==> src/rtl/ecliptic_fcmp_pkg.sv <==
// Shared types and constants for the RV32F compare-class issuer.
package ecliptic_fcmp_pkg;

  typedef enum logic [2:0] {
    OP_FMIN = 3'd0,
    OP_FMAX = 3'd1,
    OP_FEQ  = 3'd2,
    OP_FLT  = 3'd3,
    OP_FLE  = 3'd4
  } fcmp_op_e;

  typedef enum logic [1:0] {
    ST_IDLE = 2'd0,
    ST_REQ  = 2'd1,
    ST_WAIT = 2'd2,
    ST_RESP = 2'd3
  } fcmp_state_e;

  localparam logic [31:0] CANONICAL_NAN = 32'h7fc0_0000;
  localparam int unsigned NV_BIT        = 4;

  function automatic logic op_is_legal(input logic [2:0] code);
    return code <= OP_FLE;
  endfunction

  function automatic logic [4:0] nv_fflags(input logic nv);
    logic [4:0] f;
    f         = '0;
    f[NV_BIT] = nv;
    return f;
  endfunction

endpackage

==> src/rtl/ecliptic_nan_detect.sv <==
// Classifies an IEEE-754 single as NaN and, within that, signalling NaN.
module ecliptic_nan_detect (
  input  logic [31:0] value,
  output logic        is_nan,
  output logic        is_snan
);

  assign is_nan  = (value[30:23] == 8'hff) && (value[22:0] != 23'd0);
  assign is_snan = is_nan && !value[22];

endmodule

==> src/rtl/ecliptic_fcmp_issuer.sv <==
// Issues one RV32F compare op at a time to the comparison unit, selects the
// result, raises NV, and falls back to a fixed result if the ack never comes.
module ecliptic_fcmp_issuer
  import ecliptic_fcmp_pkg::*;
#(
  parameter int unsigned ACK_TIMEOUT = 8
) (
  input  logic        clk,
  input  logic        nrst,
  input  logic        op_valid,
  output logic        op_ready,
  input  logic [2:0]  op_code,
  input  logic [31:0] op_src1,
  input  logic [31:0] op_src2,
  output logic        cmp_req,
  output logic [31:0] cmp_src1,
  output logic [31:0] cmp_src2,
  input  logic [31:0] cmp_minimum,
  input  logic [31:0] cmp_maximum,
  input  logic        cmp_lt,
  input  logic        cmp_le,
  input  logic        cmp_eq,
  input  logic        cmp_ack,
  output logic        res_valid,
  input  logic        res_ready,
  output logic [31:0] res_data,
  output logic [4:0]  res_fflags,
  output logic        res_illegal,
  output logic        err
);

  localparam logic [7:0] TIMEOUT_LAST = 8'(ACK_TIMEOUT - 1);

  fcmp_state_e state_q;
  logic [31:0] src1_q;
  logic [31:0] src2_q;
  logic [2:0]  op_q;
  logic        nv_q;
  logic [7:0]  cnt_q;
  logic [31:0] res_data_q;
  logic [4:0]  res_fflags_q;
  logic        res_illegal_q;
  logic        err_q;

  logic        nan1, snan1, nan2, snan2;
  logic        nv_in;
  logic [31:0] ack_data;
  logic [31:0] timeout_data;

  ecliptic_nan_detect u_nan1 (.value(op_src1), .is_nan(nan1), .is_snan(snan1));
  ecliptic_nan_detect u_nan2 (.value(op_src2), .is_nan(nan2), .is_snan(snan2));

  // Ordered compares trap on any NaN; min/max/eq only on signalling NaNs.
  always_comb begin
    case (op_code)
      OP_FMIN, OP_FMAX, OP_FEQ: nv_in = snan1 | snan2;
      OP_FLT, OP_FLE:           nv_in = nan1 | nan2;
      default:                  nv_in = 1'b0;
    endcase
  end

  always_comb begin
    case (op_q)
      OP_FMIN: ack_data = cmp_minimum;
      OP_FMAX: ack_data = cmp_maximum;
      OP_FEQ:  ack_data = {31'b0, cmp_eq};
      OP_FLT:  ack_data = {31'b0, cmp_lt};
      OP_FLE:  ack_data = {31'b0, cmp_le};
      default: ack_data = '0;
    endcase
    timeout_data = (op_q == OP_FMIN || op_q == OP_FMAX) ? CANONICAL_NAN : '0;
  end

  always_ff @(posedge clk or negedge nrst) begin
    if (!nrst) begin
      state_q       <= ST_IDLE;
      src1_q        <= '0;
      src2_q        <= '0;
      op_q          <= '0;
      nv_q          <= 1'b0;
      cnt_q         <= '0;
      res_data_q    <= '0;
      res_fflags_q  <= '0;
      res_illegal_q <= 1'b0;
      err_q         <= 1'b0;
    end else begin
      case (state_q)
        ST_IDLE: begin
          if (op_valid) begin
            src1_q <= op_src1;
            src2_q <= op_src2;
            op_q   <= op_code;
            nv_q   <= nv_in;
            if (op_is_legal(op_code)) begin
              state_q <= ST_REQ;
            end else begin
              res_data_q    <= '0;
              res_fflags_q  <= '0;
              res_illegal_q <= 1'b1;
              state_q       <= ST_RESP;
            end
          end
        end
        ST_REQ: begin
          cnt_q   <= '0;
          state_q <= ST_WAIT;
        end
        ST_WAIT: begin
          // An ack on the final allowed cycle still takes priority over timeout.
          if (cmp_ack) begin
            res_data_q    <= ack_data;
            res_fflags_q  <= nv_fflags(nv_q);
            res_illegal_q <= 1'b0;
            state_q       <= ST_RESP;
          end else if (cnt_q == TIMEOUT_LAST) begin
            res_data_q    <= timeout_data;
            res_fflags_q  <= '0;
            res_illegal_q <= 1'b0;
            err_q         <= 1'b1;
            state_q       <= ST_RESP;
          end else begin
            cnt_q <= cnt_q + 8'd1;
          end
        end
        ST_RESP: begin
          if (res_ready) begin
            state_q <= ST_IDLE;
          end
        end
        default: state_q <= ST_IDLE;
      endcase
    end
  end

  // Ready is held low for the whole reset window, not just after it.
  assign op_ready    = nrst && (state_q == ST_IDLE);
  assign cmp_req     = (state_q == ST_REQ);
  assign cmp_src1    = src1_q;
  assign cmp_src2    = src2_q;
  assign res_valid   = (state_q == ST_RESP);
  assign res_data    = res_data_q;
  assign res_fflags  = res_fflags_q;
  assign res_illegal = res_illegal_q;
  assign err         = err_q;

endmodule

==> config.mk <==
export PLATFORM = sky130hd
export DESIGN_NAME = ecliptic_fcmp_issuer
export DESIGN_NICKNAME = d
export VERILOG_FILES = /design/src/rtl/ecliptic_fcmp_pkg.sv /design/src/rtl/ecliptic_nan_detect.sv /design/src/rtl/ecliptic_fcmp_issuer.sv
export SDC_FILE = /design/constraint.sdc
export NUM_CORES = 1
export LEC_CHECK = 0
export BUFFER_PORTS_ARGS = -buffer_cell sky130_fd_sc_hd__buf_4
export CAP_MARGIN = 20
export CORE_MARGIN = 4
export CORE_UTILIZATION = 35
export CTS_BUF_LIST = sky130_fd_sc_hd__clkbuf_4 sky130_fd_sc_hd__clkbuf_8
export DETAILED_ROUTE_END_ITERATION = 8
export HOLD_SLACK_MARGIN = 0.05
export SYNTH_ARGS = -nofsm -noshare
export SYNTH_HDL_FRONTEND = slang
export SYNTH_SLANG_ARGS = --single-unit
==> constraint.sdc <==
create_clock -name clk -period 2.2 [get_ports clk]
set_input_delay 0.11 -clock clk [delete_from_list [all_inputs] [get_ports clk]]
set_output_delay 0.11 -clock clk [all_outputs]
set_load 0.02 [all_outputs]
==> metrics.log, run 1 <==
[metrics] largest family of logic cells by synthesized area: multiplexers
[metrics] Placeable Area: 0.0145 mm²
[metrics] number of primary I/O pins: 245
[metrics] unrepaired setup endpoints after global routing: false
[metrics] final HPWL from detailed placement: 10.9 mm
[metrics] area share of the largest cell type after synthesis: 54.9%
[metrics] min setup slack post-route: 0.102 ns
[metrics] std cell rows: 44
[metrics] number of placed instances, taps included: 798
[metrics] cell chosen for the clock root: sky130_fd_sc_hd__clkbuf_8
[metrics] number of global-route vias before repair: 4997
[metrics] WL per Instance: 17.3 µm
[metrics] final cell count without fillers: between 900 and 1000
[metrics] fraction of the yosys area taken by sequential cells: 54.9%
[metrics] Data arrival, critical path: 2.40 ns
[metrics] endpoint required time on the critical path: about 2.5 ns
[metrics] FF-to-FF Start: cnt_q[0]
[metrics] Buffers on Ports: 240
[metrics] ys flop type: sky130_fd_sc_hd__dfrtp_1
[metrics] clock sink count: 113
[metrics] slack of the worst reg-to-reg path: 0.10 ns
[metrics] DRC: 0
[metrics] xor and xnor area share after synthesis: 0.340%
[metrics] CTS clock-pin slew for the worst setup and hold paths: 0.07 ns
[metrics] peak clock frequency supported by timing: around 480 MHz
[metrics] multiplexer area fraction after synthesis: 24.2%
[metrics] status: finished clean
[metrics] synthesized area per cell: 13.3 µm²
[metrics] GPL Wtd Cong: a little under 0.8
[metrics] count of H-tree levels built during CTS: 4
[metrics] Worst-Skew Late Latency: 0.43 ns
[metrics] Place WS: 0.136 ns
[metrics] first-pass GRT wire length: 25.8 mm
[metrics] number of standard cells after synthesis: 387
[metrics] Fin Hold WS: 0.128 ns
[metrics] max capacitance violation total: 0
[metrics] first-iteration detailed-routing DRC count: 91
[metrics] TritonCTS clock tree: built
[metrics] Post-Route Skew: 0.00868 ns
[metrics] total standard cell area after synthesis: 0.00515 mm²
[metrics] Die Height: 129 µm
[metrics] class of the tightest hold or removal check: in2reg
[metrics] Worst Min Path Start: cmp_minimum[24]
[metrics] number of flops mapped to enable cells by yosys: 0
[metrics] Cell variety after synth: 48
[metrics] final number of max-transition violations: 0
[metrics] cell depth of the worst hold path: 4
[metrics] element type at the critical path end: flip-flop
[metrics] summed negative setup slack over all endpoints: 0 ns
[metrics] adder and majority cell fraction of the synthesized area: 1.46%
[metrics] ordered cell list for the critical path: ha_1 > and4bb_4 > a21oi_4 > a211o_1 > buf_12 > mux2_2
[metrics] pin slew with the least headroom to its limit: 0.601 ns
[metrics] worst-case headroom to the max-slew limit: 59.9%
[metrics] critical path's largest stage delay: between 0.4 and 0.5 ns
[metrics] cell type with the largest total area after synthesis: sky130_fd_sc_hd__dfrtp_1
[metrics] critical path class: reg2reg
[metrics] peak ir drop on the vdd network: 0.828 mV
[metrics] Final #Nets: between 800 and 900
[metrics] type of element launching the critical path: flip-flop
[metrics] number of antenna violations at the first check in global routing: 0
[metrics] Max clock buf depth: 2
[metrics] largest fanout of any net on the critical path: 34
[metrics] proportion of synthesized flip-flops having asynchronous set or reset: 100%
[metrics] family of cells with the greatest summed delay on the critical path: compound AO/OA/AOI/OAI gates
[metrics] simple-gate portion of the synthesized area: 6.78%
[metrics] portion of the clock cycle consumed by the worst path in the final layout: 95.4%
[metrics] number of buffers added by the clock tree synthesis step: 17
[metrics] number of antenna diodes: 0
[metrics] total of flip-flops plus latches after synthesis: 113
[metrics] Total GRT Usage: ~20%
[metrics] synthesized-area fraction occupied by ao, oa, aoi and oai cells: under 10%
[metrics] layout cells sized above 1: 48.2%
[metrics] # setup viols final: 0
[metrics] via count normalized by instance count: roughly 4.8
[metrics] global route overflow: 0
[metrics] length of the first detailed-routing pass in iterations: 4
[metrics] relative area change from synthesis to final layout: 68.5%
[metrics] Resized cells post-CTS: 0
[metrics] Die Span X: 129 µm
[metrics] final hold violation count: 0
[metrics] reg-to-reg critical path endpoint: res_data[23]
[metrics] total power per unit cell area: 1270 mW/mm²
[metrics] final worst path period need: approximately 2.1 ns
[metrics] LEAKAGE: 4.20 nW
[metrics] CP max-delay cell: sky130_fd_sc_hd__dfrtp_1
[metrics] number of warnings printed during yosys synthesis: 0
[metrics] WP buf/inv: 1
[metrics] Die Footprint: 0.0167 mm²
[metrics] vias after detailed routing: 4556
[metrics] Starting Density: 35.5%
[metrics] maximum number of pins on one net before global-route repair: between 100 and 150
[metrics] leading cell types by total area after synthesis: sky130_fd_sc_hd__dfrtp_1 (55%), sky130_fd_sc_hd__mux2_2 (16%), sky130_fd_sc_hd__mux2i_1 (6.6%)
[metrics] count of nets left with antenna violations after detail routing: 0
[metrics] aggregate routed wire length: 16.3 mm
[metrics] hold path endpoint: res_data[24]
[metrics] number of cells traversed by the worst register-to-register path: 6
-- cells in the mapped netlist, types with 4 or more instances --
library cell,n
sky130_fd_sc_hd__buf_2,5
sky130_fd_sc_hd__ha_1,6
sky130_fd_sc_hd__buf_1,6
sky130_fd_sc_hd__a21oi_1,14
sky130_fd_sc_hd__mux2_2,73
sky130_fd_sc_hd__nor2_1,9
sky130_fd_sc_hd__buf_4,4
sky130_fd_sc_hd__dfrtp_1,113
sky130_fd_sc_hd__nor4_1,10
sky130_fd_sc_hd__o2bb2ai_1,22
sky130_fd_sc_hd__mux2_4,4
sky130_fd_sc_hd__inv_1,10
sky130_fd_sc_hd__nand4_1,10
sky130_fd_sc_hd__clkbuf_1,6
sky130_fd_sc_hd__mux2i_1,34
sky130_fd_sc_hd__nand2_1,13
-- flip-flops by register name, summed over array words and instances, names as in the netlist --
register	count
cmp_src1	32
err	1
op_q	3
nv_q	1
cnt_q	8
res_fflags	1
state_q	2
res_data	32
res_illegal	1
cmp_src2	32
-- worst register-to-register path, stage by stage (launching register included) --
cell and delay (ns):
sky130_fd_sc_hd__dfrtp_1 0.41, sky130_fd_sc_hd__ha_1 0.27, sky130_fd_sc_hd__and4bb_4 0.24, sky130_fd_sc_hd__a21oi_4 0.26, sky130_fd_sc_hd__a211o_1 0.21, sky130_fd_sc_hd__buf_12 0.21
sky130_fd_sc_hd__mux2_2 0.38
-- kinds of logic (layout without fill, tap and decap cells) --
family / Yosys count / after routing
other: 1 / 4
DFF: 113 / 113
and+or+nand+nor: 61 / 61
muxes: 112 / 112
xor gates and xnor gates: 2 / 2
adders and majority gates: 6 / 6
buffers and inverters: 35 / 404
AOI/OAI and AO/OA: 57 / 57
-- cells in the final DEF, fill, tap and decap left out, types with 6 or more instances in the layout --
cell	instances
sky130_fd_sc_hd__nand4_1	10
sky130_fd_sc_hd__dfrtp_1	112
sky130_fd_sc_hd__nor4_1	10
sky130_fd_sc_hd__dlygate4sd3_1	113
sky130_fd_sc_hd__mux2i_1	34
sky130_fd_sc_hd__buf_4	245
sky130_fd_sc_hd__inv_1	10
sky130_fd_sc_hd__mux2_2	73
sky130_fd_sc_hd__a21oi_1	14
sky130_fd_sc_hd__ha_1	6
sky130_fd_sc_hd__o2bb2ai_1	22
sky130_fd_sc_hd__nand2_1	12
sky130_fd_sc_hd__nor2_1	9
sky130_fd_sc_hd__clkbuf_8	20
-- through the flow --
stage               utilization, %  instance area [µm²]  total power [mW]
finish                        59.9                 8670              11.0
global route                  59.9                 8670              11.7
CTS                           59.9                 8670              11.1
detailed placement            49.4                 7160              8.86
global placement              49.4                 7160              8.73
floorplan                        -                 5160              6.69
-- area by class of cell --
type | instances | area (µm²)
Inverter | 10 | 37.5
Multi-Input combinational cell | 242 | 2140
Sequential cell | 113 | 2830
Clock inverter | 12 | 110
Timing Repair Buffer | 362 | 3050
Clock buffer | 20 | 275
Fill cell | 1121 | 5810
Tap cell | 184 | 230
-- power by group --
part | switching (mW) | internal [mW]
Clock | 0.870 | 0.981
Combinational | 2.80 | 2.83
Sequential | 0.538 | 2.98
-- how the worst max path moves through the flow --
stage | startpoint | end | slack (ns) | cells after the start
floorplan | cnt_q[0] | res_data[28] | 0.30 | 7
global placement | cnt_q[0] | res_data[26] | 0.20 | 6
detailed placement | cnt_q[0] | res_data[26] | 0.14 | 6
CTS | cnt_q[0] | res_data[23] | 0.12 | 6
global route | cnt_q[0] | res_data[23] | 0.0005 | 6
finish | cnt_q[0] | res_data[23] | 0.10 | 6
-- per-layer routing --
metal	wire length (µm)	part of all wire (%)	vias to the layer above	GRT usage, %
met5	0	0	-	0
met4	187	1.1	0	5.62
met3	1880	12	16	8.62
met2	7930	49	205	33.0
met1	6320	39	2192	22.9
li1	-	-	2143	-
-- timing repair --
action,4_1_cts,5_1_grt
hold endpoints to repair,204,0
hold buffers,113,0
buffers inserted,0,0
Note: power is estimated with default switching activity, not from simulation.
==> run 2, diff against run 1 <==
- clock period: 2.2 -> 2.1 ns (I/O delays scaled with it)
==> metrics.log, run 2 (synthesis gave the netlist of run 1 again) <==
[metrics] count of H-tree levels built during CTS: 4 (unchanged)
[metrics] via count normalized by instance count: 4.89 (was 4.83)
[metrics] number of buffers added for setup after CTS: 0 (unchanged)
[metrics] Die Span X: 129 µm (unchanged)
[metrics] layout cells sized above 1: 48.2% (unchanged)
[metrics] most frequent standard cell in the layout excluding fill and tap cells: sky130_fd_sc_hd__buf_4 (unchanged)
[metrics] count of nets left with antenna violations after detail routing: 0 (unchanged)
[metrics] number of antenna violations at the first check in global routing: 0 (unchanged)
[metrics] CTS clock-pin slew for the worst setup and hold paths: 0.07 ns (about the same)
[metrics] first-pass GRT wire length: 25.6 mm (was 25.8 mm)
[metrics] number of global-route vias before repair: 5022 (was 4997)
[metrics] Placeable Area: 0.0145 mm² (unchanged)
[metrics] WL per Instance: 17.4 µm (was 17.3 µm)
[metrics] pin slew with the least headroom to its limit: 0.874 ns (was 0.601 ns)
[metrics] number of primary I/O pins: 245 (unchanged)
[metrics] Data arrival, critical path: 2.25 ns (was 2.40 ns)
[metrics] final hold violation count: 0 (unchanged)
[metrics] portion of the clock cycle consumed by the worst path in the final layout: 92.3% (was 95.4%)
[metrics] unrepaired setup endpoints after global routing: false (unchanged)
[metrics] slack of the worst reg-to-reg path: 0.16 ns (was 0.10 ns)
[metrics] Die Footprint: 0.0167 mm² (unchanged)
[metrics] worst-case headroom to the max-slew limit: 41.8% (was 59.9%)
[metrics] Post-Route Skew: 0.0102 ns (was 0.00868 ns)
[metrics] type of element launching the critical path: flip-flop (unchanged)
[metrics] status: finished clean (unchanged)
[metrics] # setup viols final: 0 (unchanged)
[metrics] cell depth of the worst hold path: 4 (unchanged)
[metrics] Final #Nets: 891 (unchanged)
[metrics] number of buffers inserted for hold repair after clock tree synthesis: 113 (unchanged)
[metrics] DRC: 0 (unchanged)
[metrics] peak clock frequency supported by timing: 516 MHz (was 477 MHz)
[metrics] count of filler cells inserted in the layout: 1090 (was 1121)
[metrics] Max clock buf depth: 2 (unchanged)
[metrics] number of antenna diodes: 0 (unchanged)
[metrics] hold path endpoint: res_data[24] (unchanged)
[metrics] max capacitance violation total: 0 (unchanged)
[metrics] aggregate routed wire length: 16.4 mm (was 16.3 mm)
[metrics] cell chosen for the clock root: sky130_fd_sc_hd__clkbuf_8 (unchanged)
[metrics] std cell rows: 44 (unchanged)
[metrics] element type at the critical path end: flip-flop (unchanged)
[metrics] first-iteration detailed-routing DRC count: 109 (was 91)
[metrics] number of buffers added by the clock tree synthesis step: 17 (unchanged)
[metrics] FF-to-FF Start: cnt_q[0] (unchanged)
[metrics] Resized cells post-CTS: 0 (unchanged)
[metrics] Fin Hold WS: 0.117 ns (was 0.128 ns)
[metrics] global route overflow: 0 (unchanged)
[metrics] vias after detailed routing: 4614 (was 4556)
[metrics] length of the first detailed-routing pass in iterations: 4 (unchanged)
[metrics] Buffers on Ports: 240 (unchanged)
[metrics] final HPWL from detailed placement: 11.1 mm (was 10.9 mm)
[metrics] clock sink count: 113 (unchanged)
[metrics] largest fanout of any net on the critical path: 34 (unchanged)
[metrics] crit path from: cnt_q[0] (unchanged)
[metrics] commonest non-fill, non-tap cells in the layout: sky130_fd_sc_hd__buf_4 (246), sky130_fd_sc_hd__dlygate4sd3_1 (113), sky130_fd_sc_hd__dfrtp_1 (112), sky130_fd_sc_hd__mux2_2 (73), sky130_fd_sc_hd__mux2i_1 (34) (was sky130_fd_sc_hd__buf_4 (245), sky130_fd_sc_hd__dlygate4sd3_1 (113), sky130_fd_sc_hd__dfrtp_1 (112), sky130_fd_sc_hd__mux2_2 (73), sky130_fd_sc_hd__mux2i_1 (34))
[metrics] summed negative setup slack over all endpoints: 0 ns (unchanged)
[metrics] Worst-Skew Late Latency: 0.43 ns (about the same)
[metrics] final worst path period need: 1.94 ns (was 2.10 ns)
[metrics] number of cells traversed by the worst register-to-register path: 6 (unchanged)
[metrics] endpoint required time on the critical path: 2.41 ns (was 2.51 ns)
[metrics] Die Height: 129 µm (unchanged)
[metrics] critical path class: reg2reg (unchanged)
[metrics] Total GRT Usage: 19.7% (about the same)
[metrics] reg-to-reg critical path endpoint: res_data[23] (unchanged)
[metrics] relative area change from synthesis to final layout: 70.5% (was 68.5%)
[metrics] Worst Min Path Start: cmp_minimum[24] (unchanged)
[metrics] Starting Density: 35.5% (unchanged)
[metrics] peak ir drop on the vdd network: 0.808 mV (was 0.828 mV)
[metrics] class of the tightest hold or removal check: in2reg (unchanged)
[metrics] GPL Wtd Cong: 0.818 (was 0.782)
[metrics] total power per unit cell area: 1380 mW/mm² (was 1270 mW/mm²)
[metrics] TritonCTS clock tree: built (unchanged)
[metrics] maximum number of pins on one net before global-route repair: 70 (was 114)
[metrics] LEAKAGE: 4.27 nW (was 4.20 nW)
[metrics] final number of max-transition violations: 0 (unchanged)
-- run 2: cell count changes in the layout (fill, tap and decap cells not counted), sizes merged --
cell and change:
bufinv +5, clkinv -4, clkinvlp -3, clkbuf +2
-- run 2: routing by layer --
metal / track usage (%) / part of all wire, % / up-vias
li1: - / - / 2153
met1: 22.4 / 39 / 2226
met2: 33.4 / 49 / 205
met3: 7.54 / 10 / 30
met4: 7.72 / 2.0 / 0
met5: 0 / 0 / -
-- run 2: final cells by class --
cell class / instances / area [µm²] / area share, %
Inverter: 10 / 37.5 / 0.428
Clock inverter: 10 / 203 / 2.31
Timing Repair Buffer: 362 / 3040 / 34.6
Sequential cell: 113 / 2830 / 32.2
Multi-Input combinational cell: 242 / 2140 / 24.4
Clock buffer: 22 / 297 / 3.38
Tap cell: 184 / 230 / 2.62
-- run 2: worst max path at each step --
stage	endpoint	slack (ns)	cells past startpoint
3_5_place_dp	res_data[23]	0.18	6
5_1_grt	res_data[24]	0.1	6
2_1_floorplan	res_data[28]	0.20	7
6_report	res_data[23]	0.16	6
4_1_cts	res_data[24]	0.17	6
3_3_place_gp	res_data[26]	0.21	6
-- run 2: critical path, cell delays in order, from the launching register on --
cell	delay, ns
sky130_fd_sc_hd__dfrtp_1	0.41
sky130_fd_sc_hd__ha_1	0.26
sky130_fd_sc_hd__and4bb_4	0.24
sky130_fd_sc_hd__a21oi_4	0.15
sky130_fd_sc_hd__a211o_1	0.18
sky130_fd_sc_hd__buf_12	0.21
sky130_fd_sc_hd__mux2_2	0.36
-- run 2: through the flow --
step           std cells  total power, mW  cell area (µm²)  utilization [%]  worst slack, ns
2_1_floorplan        390             7.01             5160                -            0.201
3_3_place_gp         798             9.12             7140             49.3            0.211
3_5_place_dp         798             9.26             7140             49.3            0.183
4_1_cts              943             12.2             8770             60.6            0.170
5_1_grt              943             12.7             8770             60.6           0.0967
6_report             943             12.1             8770             60.6            0.162
-- run 2: power breakdown --
group | internal [mW] | switching [mW] | total (mW) | leakage, nW
Sequential | 3.13 | 0.559 | 3.69 | 1.42
Clock | 1.67 | 0.883 | 2.55 | 0.252
Combinational | 2.93 | 2.91 | 5.84 | 2.59
Total | 7.73 | 4.36 | 12.1 | 4.27
